<file path="config.mk">
export PLATFORM = sky130hd
export DESIGN_NAME = dac8411_write
export DESIGN_NICKNAME = d
export VERILOG_FILES = /design/src/rtl/dac8411_write.sv
export SDC_FILE = /design/constraint.sdc
export NUM_CORES = 1
export LEC_CHECK = 0
export CAP_MARGIN = 10
export CORE_AREA = 2 2 73 68
export CTS_CLUSTER_DIAMETER = 120
export CTS_CLUSTER_SIZE = 24
export DETAILED_ROUTE_END_ITERATION = 12
export DIE_AREA = 0 0 75 70
export HOLD_SLACK_MARGIN = 0.12
export PLACE_DENSITY = 0.83
export REMOVE_ABC_BUFFERS = 1
export SETUP_SLACK_MARGIN = 0.5
export SYNTH_ARGS = -nofsm -noshare
export SYNTH_HDL_FRONTEND = slang
export SYNTH_SLANG_ARGS = --single-unit
</file>
<file path="constraint.sdc">
create_clock -name clk -period 3 [get_ports clk]
set_input_delay 0.3 -clock clk [delete_from_list [all_inputs] [get_ports clk]]
set_output_delay 0.3 -clock clk [all_outputs]
set_load 0.01 [all_outputs]
</file>
<file path="src/rtl/dac8411_write.sv">
// rtl/dac8411_write.sv - DAC8411 serial frame writer with 1-deep pending sample buffer
//
// Purpose:
//   Takes each sample strobed by new_data_flag and shifts it to a TI DAC8411 as a
//   24-bit frame {PD_MODE, word, 6'b0}, MSB first. sclk runs at the clk rate and is
//   high during the first half of each clk cycle in which a bit is being sent.
//   sdin and sync_n change on posedge clk; the DAC samples on the mid-cycle sclk
//   fall, so both have half a clk period of setup and hold.
//   A sample that arrives while a frame is in flight waits in a 1-deep pending
//   buffer; a newer one overwrites it (newest wins) and counts as a drop.
//
// Build option:
//   DAC8411_DROP_CNT_EN - when defined, drop_count is a saturating counter of
//   pending overwrites; when undefined drop_count is tied to zero.
//
// Ports:
//   clk            in   system clock (same clock as the ADC reader)
//   aresetn        in   asynchronous active-low reset
//   new_data_flag  in   1-cycle strobe, data_in valid this cycle
//   data_in        in   sample, straight binary, DAC_WIDTH bits
//   sync_n         out  DAC SYNC, low for the 24 bit cycles of a frame
//   sclk           out  DAC SCLK (clk gated by the registered shift enable)
//   sdin           out  DAC serial data, MSB first
//   busy           out  frame in flight or in sync-high hold
//   drop_count     out  pending overwrites (16 bits, saturating)

module dac8411_write #(
    parameter int         DAC_WIDTH        = 16,
    parameter logic [1:0] PD_MODE          = 2'b00,
    parameter int         SYNC_HIGH_CYCLES = 2
) (
    input  logic                 clk,
    input  logic                 aresetn,
    input  logic                 new_data_flag,
    input  logic [DAC_WIDTH-1:0] data_in,
    output logic                 sync_n,
    output logic                 sclk,
    output logic                 sdin,
    output logic                 busy,
    output logic [15:0]          drop_count
);

    localparam int FRAME_W = 24;
    localparam int PAD_W   = FRAME_W - 2 - DAC_WIDTH;
    localparam int HOLD_W  = (SYNC_HIGH_CYCLES > 1) ? $clog2(SYNC_HIGH_CYCLES) : 1;
    localparam logic [HOLD_W-1:0] HOLD_LOAD = HOLD_W'(SYNC_HIGH_CYCLES - 1);

    typedef enum logic [1:0] {
        S_IDLE  = 2'd0,
        S_SHIFT = 2'd1,
        S_HOLD  = 2'd2
    } state_t;

    state_t                 r_state;
    logic [FRAME_W-1:0]     r_shift;
    logic [4:0]             r_bit_cnt;
    logic [HOLD_W-1:0]      r_hold_cnt;
    logic                   r_pend_valid;
    logic [DAC_WIDTH-1:0]   r_pend_data;
    logic                   r_sync_n;
    logic                   r_sdin;
    logic                   r_sclk_en;
    logic                   r_busy;

    logic                   w_hold_done;
    logic                   w_from_pend;
    logic                   w_start;
    logic [DAC_WIDTH-1:0]   w_word;
    logic [FRAME_W-1:0]     w_frame;

    assign w_hold_done = (r_state == S_HOLD) && (r_hold_cnt == '0);

    // The pending sample is always older than a same-cycle strobe, so it goes
    // first; the strobe then refills the buffer without being counted as a drop.
    assign w_from_pend = r_pend_valid && ((r_state == S_IDLE) || w_hold_done);
    assign w_start     = w_from_pend || ((r_state == S_IDLE) && new_data_flag);
    assign w_word      = w_from_pend ? r_pend_data : data_in;
    assign w_frame     = {PD_MODE, w_word, {PAD_W{1'b0}}};

    always_ff @(posedge clk or negedge aresetn) begin
        if (!aresetn) begin
            r_state      <= S_IDLE;
            r_shift      <= '0;
            r_bit_cnt    <= '0;
            r_hold_cnt   <= '0;
            r_pend_valid <= 1'b0;
            r_pend_data  <= '0;
            r_sync_n     <= 1'b1;
            r_sdin       <= 1'b0;
            r_sclk_en    <= 1'b0;
            r_busy       <= 1'b0;
        end else begin
            // Pending buffer: refilled by any strobe that does not start a frame.
            if (w_from_pend) begin
                r_pend_valid <= new_data_flag;
                if (new_data_flag) begin
                    r_pend_data <= data_in;
                end
            end else if (new_data_flag && (r_state != S_IDLE)) begin
                r_pend_valid <= 1'b1;
                r_pend_data  <= data_in;
            end

            if (w_start) begin
                // First bit is presented together with the sync_n fall so it is
                // sampled on the first sclk fall in the very next cycle.
                r_state   <= S_SHIFT;
                r_shift   <= w_frame;
                r_sdin    <= w_frame[FRAME_W-1];
                r_bit_cnt <= 5'(FRAME_W - 1);
                r_sync_n  <= 1'b0;
                r_sclk_en <= 1'b1;
                r_busy    <= 1'b1;
            end else begin
                case (r_state)
                    S_SHIFT: begin
                        if (r_bit_cnt == 5'd0) begin
                            r_sclk_en  <= 1'b0;
                            r_sync_n   <= 1'b1;
                            r_sdin     <= 1'b0;
                            r_hold_cnt <= HOLD_LOAD;
                            r_state    <= S_HOLD;
                        end else begin
                            r_shift   <= {r_shift[FRAME_W-2:0], 1'b0};
                            r_sdin    <= r_shift[FRAME_W-2];
                            r_bit_cnt <= r_bit_cnt - 5'd1;
                        end
                    end
                    S_HOLD: begin
                        if (r_hold_cnt == '0) begin
                            r_state <= S_IDLE;
                            r_busy  <= 1'b0;
                        end else begin
                            r_hold_cnt <= r_hold_cnt - 1'b1;
                        end
                    end
                    default: begin
                    end
                endcase
            end
        end
    end

`ifdef DAC8411_DROP_CNT_EN
    logic        w_overwrite;
    logic [15:0] r_drop_cnt;

    // A strobe lands on a still-valid pending sample that is not leaving this cycle.
    assign w_overwrite = new_data_flag && r_pend_valid && !w_from_pend;

    always_ff @(posedge clk or negedge aresetn) begin
        if (!aresetn) begin
            r_drop_cnt <= '0;
        end else if (w_overwrite && (r_drop_cnt != 16'hFFFF)) begin
            r_drop_cnt <= r_drop_cnt + 16'd1;
        end
    end

    assign drop_count = r_drop_cnt;
`else
    assign drop_count = 16'h0;
`endif

    // Behavioural equivalent of the ODDRE1 output stage: the pad follows the
    // registered enable during the high half of clk and is low in the low half.
    assign sclk   = clk & r_sclk_en;
    assign sync_n = r_sync_n;
    assign sdin   = r_sdin;
    assign busy   = r_busy;

endmodule

</file>
After elaboration in Yosys (flattened, before gate mapping)
Cells that the tools add are included.

cells by class
  $add $sub $neg = 2
  equality and inequality tests = 8
  muxes and demuxes = 30
  bitwise gates (word level) = 3
  reductions and logical operators = 21

operator list
  operator             count
  $mux 23              3
  $mux 16              4
  $mux 1               15
  $mux 5               3
  $reduce_bool 2->1    6
  $reduce_and 2->1     4
  $mux 2               3
  $ne 2x2->1 const B   3
  $ne 3x3->1 const B   2
  $reduce_and 3->1     2
  $logic_not 5->1      1
  $sub 5x1->5 const B  1
  $logic_and 1x1->1    4
  $pmux 2 s2           1
  $reduce_bool 3->1    1
  $eq 2x1->1 const B   1
  $eq 2x2->1 const B   1
  $logic_not 2->1      1
  $logic_or 1x1->1     2
  $ne 2x1->1 const B   1
  $not 1->1            2
  $pmux 1 s2           1
  $and 1x1->1          1
  $sub 1x1->1 const B  1

word-level totals
  flip-flop bits (word level) = 52
  input bits = 19
  output and inout bits = 20
  logic and storage cells = 74

Longest topological paths before layout
Gate-level depths: netlist of run 1.

  depth in word-level cells = 7
  depth in mapped cells = 8
  mapped depth without buffers = 6

==> results list, run 1 <==
- Pre-antenna DRT Iters: 5
- The total area inside the core boundary comes to 4590 µm².
- The cell count after synthesis came out at 238.
- Leakage dissipation: 0.00129 µW
- The initial antenna violation count is 0.
* Library cell with the largest summed area after synthesis: sky130_fd_sc_hd__dfrtp_1
- Yosys attributes the largest share of cell area to sky130_fd_sc_hd__dfrtp_1, sky130_fd_sc_hd__mux2_2, sky130_fd_sc_hd__o21ai_0.
- For this block, the routed nets add up to 4.94 mm of wire.
- DR top layer: met4
- WL met2: 2.43 mm
- Clock insertion delay at the later pin of the skew report: 410 ps
- IR drop worst, VDD: 0.358 mV
- Iteration-0 DRC Markers: 154
- The final hold violation count was 0.
* Register bit count reported by yosys: 46
- Post-Route Utilization: 60.2%
- TritonCTS built the clock tree.
- The finished layout holds 331 standard cells, fillers aside.
- Flop2flop setup slack: 940 ps
- Type of element launching the critical path: clock port
* Leading cell type in the layout, fill and taps excluded: sky130_fd_sc_hd__dfrtp_1
- Count of standard-cell rows: 24
- In the layout the commonest cells are sky130_fd_sc_hd__dfrtp_1, sky130_fd_sc_hd__nand2_1, sky130_fd_sc_hd__o21ai_0, sky130_fd_sc_hd__clkdlybuf4s50_1.
- Data on the critical path arrives at its endpoint at 2130 ps.
* Number of nets in the layout: 288
* Gp weighted congestion: 0.825
* Max-capacitance violation count: 0
- 39 I/O pins were placed.
- Global routing consumed, over all layers together, 21.5% of the routing resources.
* Sum of negative setup slack: 0 ps
* Height of the die: 70 µm
- Pwr dens: 671 nW/µm²
- The clock arrives with 4.80 ps of skew.
- Avg WL per Cell: 14.9 µm
- Destination of the critical timing path: sclk
- Setup slack closes at 568 ps.
- Setup repair after global routing missed its margin: false
* Total via count in the routed design: 1798
- Max Slew Vio Count: 0
- Pin count of the biggest net entering global routing: 47
- Maximum fanout count along the critical path: 2
- Final instance area: 2760 µm²
- For this configuration, the core starts out at a cell density of 51.4%.
- For the worst setup path, the data required time is 2700 ps.
- The path class of the tightest hold or removal check is flip-flop to flip-flop.
* Worst slew margin relative to its limit: 33.1%
- Area added between synthesis and finish: 17.1%
- Number of antenna repair diodes: 0
* Total overflow reported by the global router: 0
- Hold path depth: 2
- Tracing the worst setup path back leads to its startpoint at clk.
* DIE AREA: 5250 µm²
- Sequential area share after synthesis: 48.8%
* Worst reg2reg path depth: 7
* Placed wire-length estimate after detailed placement: 3.26 mm
- After detailed routing, the met3 layer carries 259 µm of wire.
* Result of the run: completed
- Measured along the x axis, the die boundary spans 75 µm.
- Reg2reg end: r_shift[18]$_DFFE_PN0P_
* Detailed-route vias per instance: 5.43
- The worst register-to-register path begins at r_state[1]$_DFFE_PN0P_.
- Fraction of layout instances using a drive strength above 1: 15.4%
- Post-CTS clock slew at the launch and capture registers of the worst setup and hold paths: 80 ps
* Count of yosys warnings during synthesis: 0
- Before CTS, the worst setup slack after placement is 610 ps.
- Among all flip-flop cells after synthesis, the most frequent one is sky130_fd_sc_hd__dfrtp_1.
- Count of buffers inserted at the top-level ports: 22
- Synth top area share: 47.7%
* Library cells used by synthesis: 35
- For this run, asynchronously set or reset flops after synthesis account for 100%.
- For this block, wires on met1 add up to 2.17 mm.
- Worst setup EP type: output pin
- For this run, design rule violations remaining after detail routing come to 0.
* Cell total after placement: 319
- In this run the cell area measured after placement is 2570 µm².
- Post-detailed-route count of antenna-violating nets: 0
* Wire length of the first global-routing pass: 8.53 mm
- Final-report setup violation count: 0
- Critical path class: clock port to output pin
- EDFF count, synth: 0
* Slew of the pin with the lowest slew margin: 1000 ps
- In this run the post-CTS setup repair buffer count came out at 0.
- The number of global-route vias before repair is 1790.
- Dividing the synthesized area by the synthesized cell count gives 9.91 µm².
* Post-Syn Area: 2360 µm²
## metal layers
metal | GRT usage (%) | up-vias
li1 | - | 850
met1 | 30.4 | 880
met2 | 30.5 | 58
met3 | 6.64 | 10
met4 | 9.13 | 0
met5 | 0 | -
## power by group
part	switching (µW)	total (µW)	internal (µW)
Combinational	238	432	194
Clock	239	702	463
Sequential	32.1	721	689
## state kept, by name (all words and copies together), names as in the netlist, 2 cells and up
signal,count
r_shift,17
r_pend_data,16
r_bit_cnt,5
r_state,2
## kinds of logic after synthesis
group                      after synthesis  synth area share [%]
AOI/OAI and AO/OA                       63                  16.0
xor gates and xnor gates                 1                 0.371
adders and majority gates                4                  2.12
buffers and inverters                   37                  9.81
DFF                                     46                  48.8
muxes                                   18                  8.48
other                                    1                 0.159
and+or+nand+nor                         68                  14.2
## metrics by stage
step	hold slack (ps)	power, µW
floorplan	4.41	1050
global placement	458	1200
detailed placement	467	1210
CTS	487	1870
global route	508	1980
finish	480	1860
## area by class of cell
class / instances / area, µm²
tap: 65 / 81.3
fill: 391 / 1830
sequential: 46 / 1150
inverter: 8 / 30.0
clock buffer: 10 / 133
multi-input combinational: 170 / 1030
timing repair buffer: 30 / 275
clock inverter: 2 / 60.1
## cell usage after synthesis (3+ instances only)
library cell and instances:
sky130_fd_sc_hd__o21ai_1 10, sky130_fd_sc_hd__o21ai_0 27, sky130_fd_sc_hd__nor2_1 10, sky130_fd_sc_hd__clkbuf_1 7
sky130_fd_sc_hd__ha_1 4, sky130_fd_sc_hd__dfrtp_1 45, sky130_fd_sc_hd__inv_1 8, sky130_fd_sc_hd__a211oi_1 14
sky130_fd_sc_hd__buf_4 16, sky130_fd_sc_hd__a21oi_1 5, sky130_fd_sc_hd__mux2_2 16, sky130_fd_sc_hd__nand2_1 28
sky130_fd_sc_hd__and3_1 14, sky130_fd_sc_hd__and2_1 3, sky130_fd_sc_hd__nand3_1 4, sky130_fd_sc_hd__buf_6 4
## how the worst min path moves through the flow
stage                                from                     end  slack (ps)
2_1_floorplan                     aresetn        busy$_DFFE_PN0P_           4
3_3_place_gp   r_pend_data[1]$_DFFE_PN0P_  r_shift[7]$_DFFE_PN0P_         460
4_1_cts                  busy$_DFFE_PN0P_        busy$_DFFE_PN0P_         490
6_report                 busy$_DFFE_PN0P_        busy$_DFFE_PN0P_         480
3_5_place_dp             busy$_DFFE_PN0P_        busy$_DFFE_PN0P_         470
5_1_grt                        data_in[0]  r_shift[6]$_DFFE_PN0P_         510
## worst max-delay path: stages
cell and delay, ps:
sky130_fd_sc_hd__clkbuf_8 110, sky130_fd_sc_hd__clkbuf_8 110, sky130_fd_sc_hd__and2_1 140, sky130_fd_sc_hd__dlygate4sd2_1 270
## what timing repair did
item / CTS / global route
resized for setup: 1 / 0
hold buffers: 1 / 0
setup endpoints to repair: 1 / 0
endpoints found under the hold margin: 45 / 0
(Power assumes the default switching activity.)
==> run 2: changes to the inputs <==
Settings changed: CORE_AREA 2 2 73 68 to 2 2 77 72, DIE_AREA 0 0 75 70 to 0 0 79 74, PLACE_DENSITY 0.83 to 0.79.
Clock period 3 ns to 2.2 ns, I/O delays scaled along.
==> run 2 against run 1 <==
Non-clock buffer count up 17; die area up 11%; largest power group is now the clock network; register-to-register slack worse by 590 ps; worst hold slack worse by 71 ps.
==> results list, run 2 (same netlist as run 1, synthesis figures left out) <==
- Flop2flop setup slack: 350 ps (was 940 ps)
- The final hold violation count was 0 (unchanged).
- The overall overflow remaining after global route came to 0 (unchanged).
- The non-filler instance count after layout is 350 (was 331).
- Minimum setup slack in the final design: 353 ps (was 568 ps)
* Cell total after placement: 322 (was 319)
- Result of the run: completed (unchanged)
- Counting I/O delays and the setup requirement, the final critical path takes 1850 ps.
* Setup crit start: r_bit_cnt[1]$_DFFE_PN0P_ (was clk)
- The worst max-slew margin expressed relative to the limit was 61.1% (was 33.1%).
* Count of buffers inserted at the top-level ports: 22 (unchanged)
- The number of global-route vias before repair is 1960 (was 1790).
* Leading cell type in the layout, fill and taps excluded: sky130_fd_sc_hd__dfrtp_1 (unchanged)
* CTS tree: built (unchanged)
- Iteration-0 DRC Markers: 196 (was 154)
- Count of standard-cell rows: 25 (was 24)
- The placeable core region is 5070 µm² (was 4590 µm²).
* Number of antenna repair diodes: 0 (unchanged)
- The overall power of the completed layout was 2940 µW (was 1860 µW).
* Final-report setup violation count: 0 (unchanged)
- Area taken by multi-input logic gates: 1200 µm² (was 1030 µm²)
- The global-route usage over all layers was 20.6% (was 21.5%).
* Initial antenna violation count: 0 (unchanged)
* Pre-antenna DRT Iters: 4 (was 5)
* Worst path cell trace: inv_2 > ha_4 > or4b_4 > a21oi_4 > buf_6 > buf_12 > a211oi_2 > o21ai_1 (was clkbuf_8 > clkbuf_8 > and2_1 > dlygate4sd2_1)
* Pwr dens: 934 nW/µm² (was 671 nW/µm²)
- Worst reg2reg path depth: 8 (was 7)
* Fraction of layout instances using a drive strength above 1: 32.9% (was 15.4%)
- Registers with the most flip-flops: r_shift x17, r_pend_data x16, r_bit_cnt x5 (unchanged)
* Area used by sequential logic in the layout: 1150 µm² (unchanged)
- Number of nets in the layout: 305 (was 288)
* Biggest cell delay along the critical path: 510 ps (was 270 ps)
- Pre-CTS worst setup slack: 227 ps (was 610 ps)
* Post-detailed-route count of antenna-violating nets: 0 (unchanged)
* Ports placed on the boundary: 39 (unchanged)
- The data required time of the critical path is 2530 ps (was 2700 ps).
- IR drop worst, VDD: 0.488 mV (was 0.358 mV)
* Critical path class: flip-flop to flip-flop (was clock port to output pin)
* Critical Path Slowest Stage Cell: sky130_fd_sc_hd__or4b_4 (was sky130_fd_sc_hd__dlygate4sd2_1)
- The element type at the critical path start is a flip-flop (was clock port).
- Gp weighted congestion: 0.811 (was 0.825)
- Wire length reported by the detailed router: 6.11 mm (was 4.94 mm)
* Wire length of the first global-routing pass: 9.33 mm (was 8.53 mm)
- The number of vias per cell came to 5.57 (was 5.43).
- The static leakage power was 0.00149 µW (was 0.00129 µW).
- Derived from the worst setup path, the maximum achievable clock frequency is 0.541 GHz.
- The startpoint of the lowest-slack register-to-register path is r_bit_cnt[1]$_DFFE_PN0P_ (was r_state[1]$_DFFE_PN0P_).
- Post-route DRC violation count: 0 (unchanged)
- The hold path startpoint is data_in[0] (was busy$_DFFE_PN0P_).
- Setup repair after global routing missed its margin: true (was false).
- The insertion delay of the later-clocked pin in the worst-skew pair was 410 ps (about the same).
- Worst setup EP type: flip-flop (was output pin)
- The count of pins over their slew limit was 0 (unchanged).
* Starting utilization of the core area: 46.6% (was 51.4%)
- Max-capacitance violation count: 0 (unchanged)
- The largest driver fanout on the critical path came to 7 (was 2).
- Height of the die: 74 µm (was 70 µm)
* Crit share post-route: 84.0%
- The end of the worst register-to-register path is r_shift[16]$_DFFE_PN0P_ (was r_shift[18]$_DFFE_PN0P_).
- Hold path depth: 3 (was 2)
* Max reg flops: 17 (unchanged)
* Sum of negative setup slack: 0 ps (unchanged)
- The worst-case hold path end point was r_shift[6]$_DFFE_PN0P_ (was busy$_DFFE_PN0P_).
- Placed wire-length estimate after detailed placement: 3.11 mm (was 3.26 mm)
* Top reg by flops: r_shift (unchanged)
- Die Span X: 79 µm (was 75 µm)
- Slew of the pin with the lowest slew margin: 583 ps (was 1000 ps)
- Area added between synthesis and finish: 33.2% (was 17.1%)
- The clock-pin slew on the worst setup and hold paths came to 90 ps (was 80 ps).
* Arrival time of the worst setup path: 2180 ps (was 2130 ps)
- Pin count of the biggest net entering global routing: 47 (unchanged)
* Avg WL per Cell: 17.5 µm (was 14.9 µm)
- The total vias in the final route came to 1948 (was 1798).
- Clock Skew: 10.8 ps (was 4.80 ps)
* Post-Route Utilization: 62.0% (was 60.2%)
* Hold crit path type: primary input to flip-flop (was flip-flop to flip-flop)
* DIE AREA: 5850 µm² (was 5250 µm²)
* Fill cell instance count of the final layout: 394 (was 391)
- Leading cell types in the layout, fill and taps excluded: sky130_fd_sc_hd__dfrtp_1, sky130_fd_sc_hd__nand2_1, sky130_fd_sc_hd__o21ai_0, sky130_fd_sc_hd__clkdlybuf4s50_1 (unchanged)
## run 2: changes by cell type in the layout (fill, tap and decap cells not counted), sizes merged
cell	change
buf	+19
clkbuf	-2
clkdlybuf4s15	+1
dlymetal6s2s	+1
dlygate4sd2	-1
clkdlybuf4s50	-1
## run 2: critical path, delay by kind of cell (launching register included)
kind,cells,cell delay [ps]
and+or+nand+nor,1,510
adders and majority gates,1,130
buffers and inverters,3,330
DFF,1,400
AOI/OAI and AO/OA,3,400
## run 2: how the worst max path moves through the flow
stage                         endpoint  slack, ps
2_1_floorplan  r_shift[22]$_DFFE_PN0P_         80
3_3_place_gp                      sclk        290
3_5_place_dp    r_shift[9]$_DFFE_PN0P_        230
4_1_cts                           sclk        410
5_1_grt        r_shift[21]$_DFFE_PN0P_        300
6_report       r_shift[16]$_DFFE_PN0P_        350
## run 2: stage by stage
stage / instance area (µm²) / hold slack, ps
after floorplan: 2210 / -75.6
after global placement: 2590 / 345
after detailed placement: 2590 / 342
after CTS: 3030 / 408
after global routing: 3140 / 405
final: 3140 / 408
## run 2: what timing repair did
item / CTS / global route
cloned: 1 / 2
endpoints found under the setup margin: 42 / 32
endpoints found under the hold margin: 45 / 0
hold buffers: 1 / 0
buffers inserted: 8 / 5
resized for setup: 41 / 22
pin swaps: 31 / 2
## run 2: layout make-up
cell class / count / area share [%]
clock buffer: 10 / 4.38
clock inverter: 2 / 1.91
inverter: 8 / 0.955
multi-input combinational: 170 / 38.2
sequential: 46 / 36.6
tap: 67 / 2.67
timing repair buffer: 47 / 15.2
## run 2: power by group
part | leakage (µW) | internal [µW] | switching (µW)
logic | 0.000799 | 460 | 442
clock network | 0.000104 | 686 | 356
registers | 0.000585 | 940 | 52.9
## run 2: per-layer routing
| metal | wire length (µm) | vias up | track usage [%] |
|---|---|---|---|
| met2 | 2970 | 91 | 33.2 |
| li1 | - | 891 | - |
| met5 | 0 | - | 0 |
| met4 | 139 | 0 | 8.43 |
| met1 | 2590 | 950 | 27.0 |
| met3 | 414 | 16 | 5.34 |
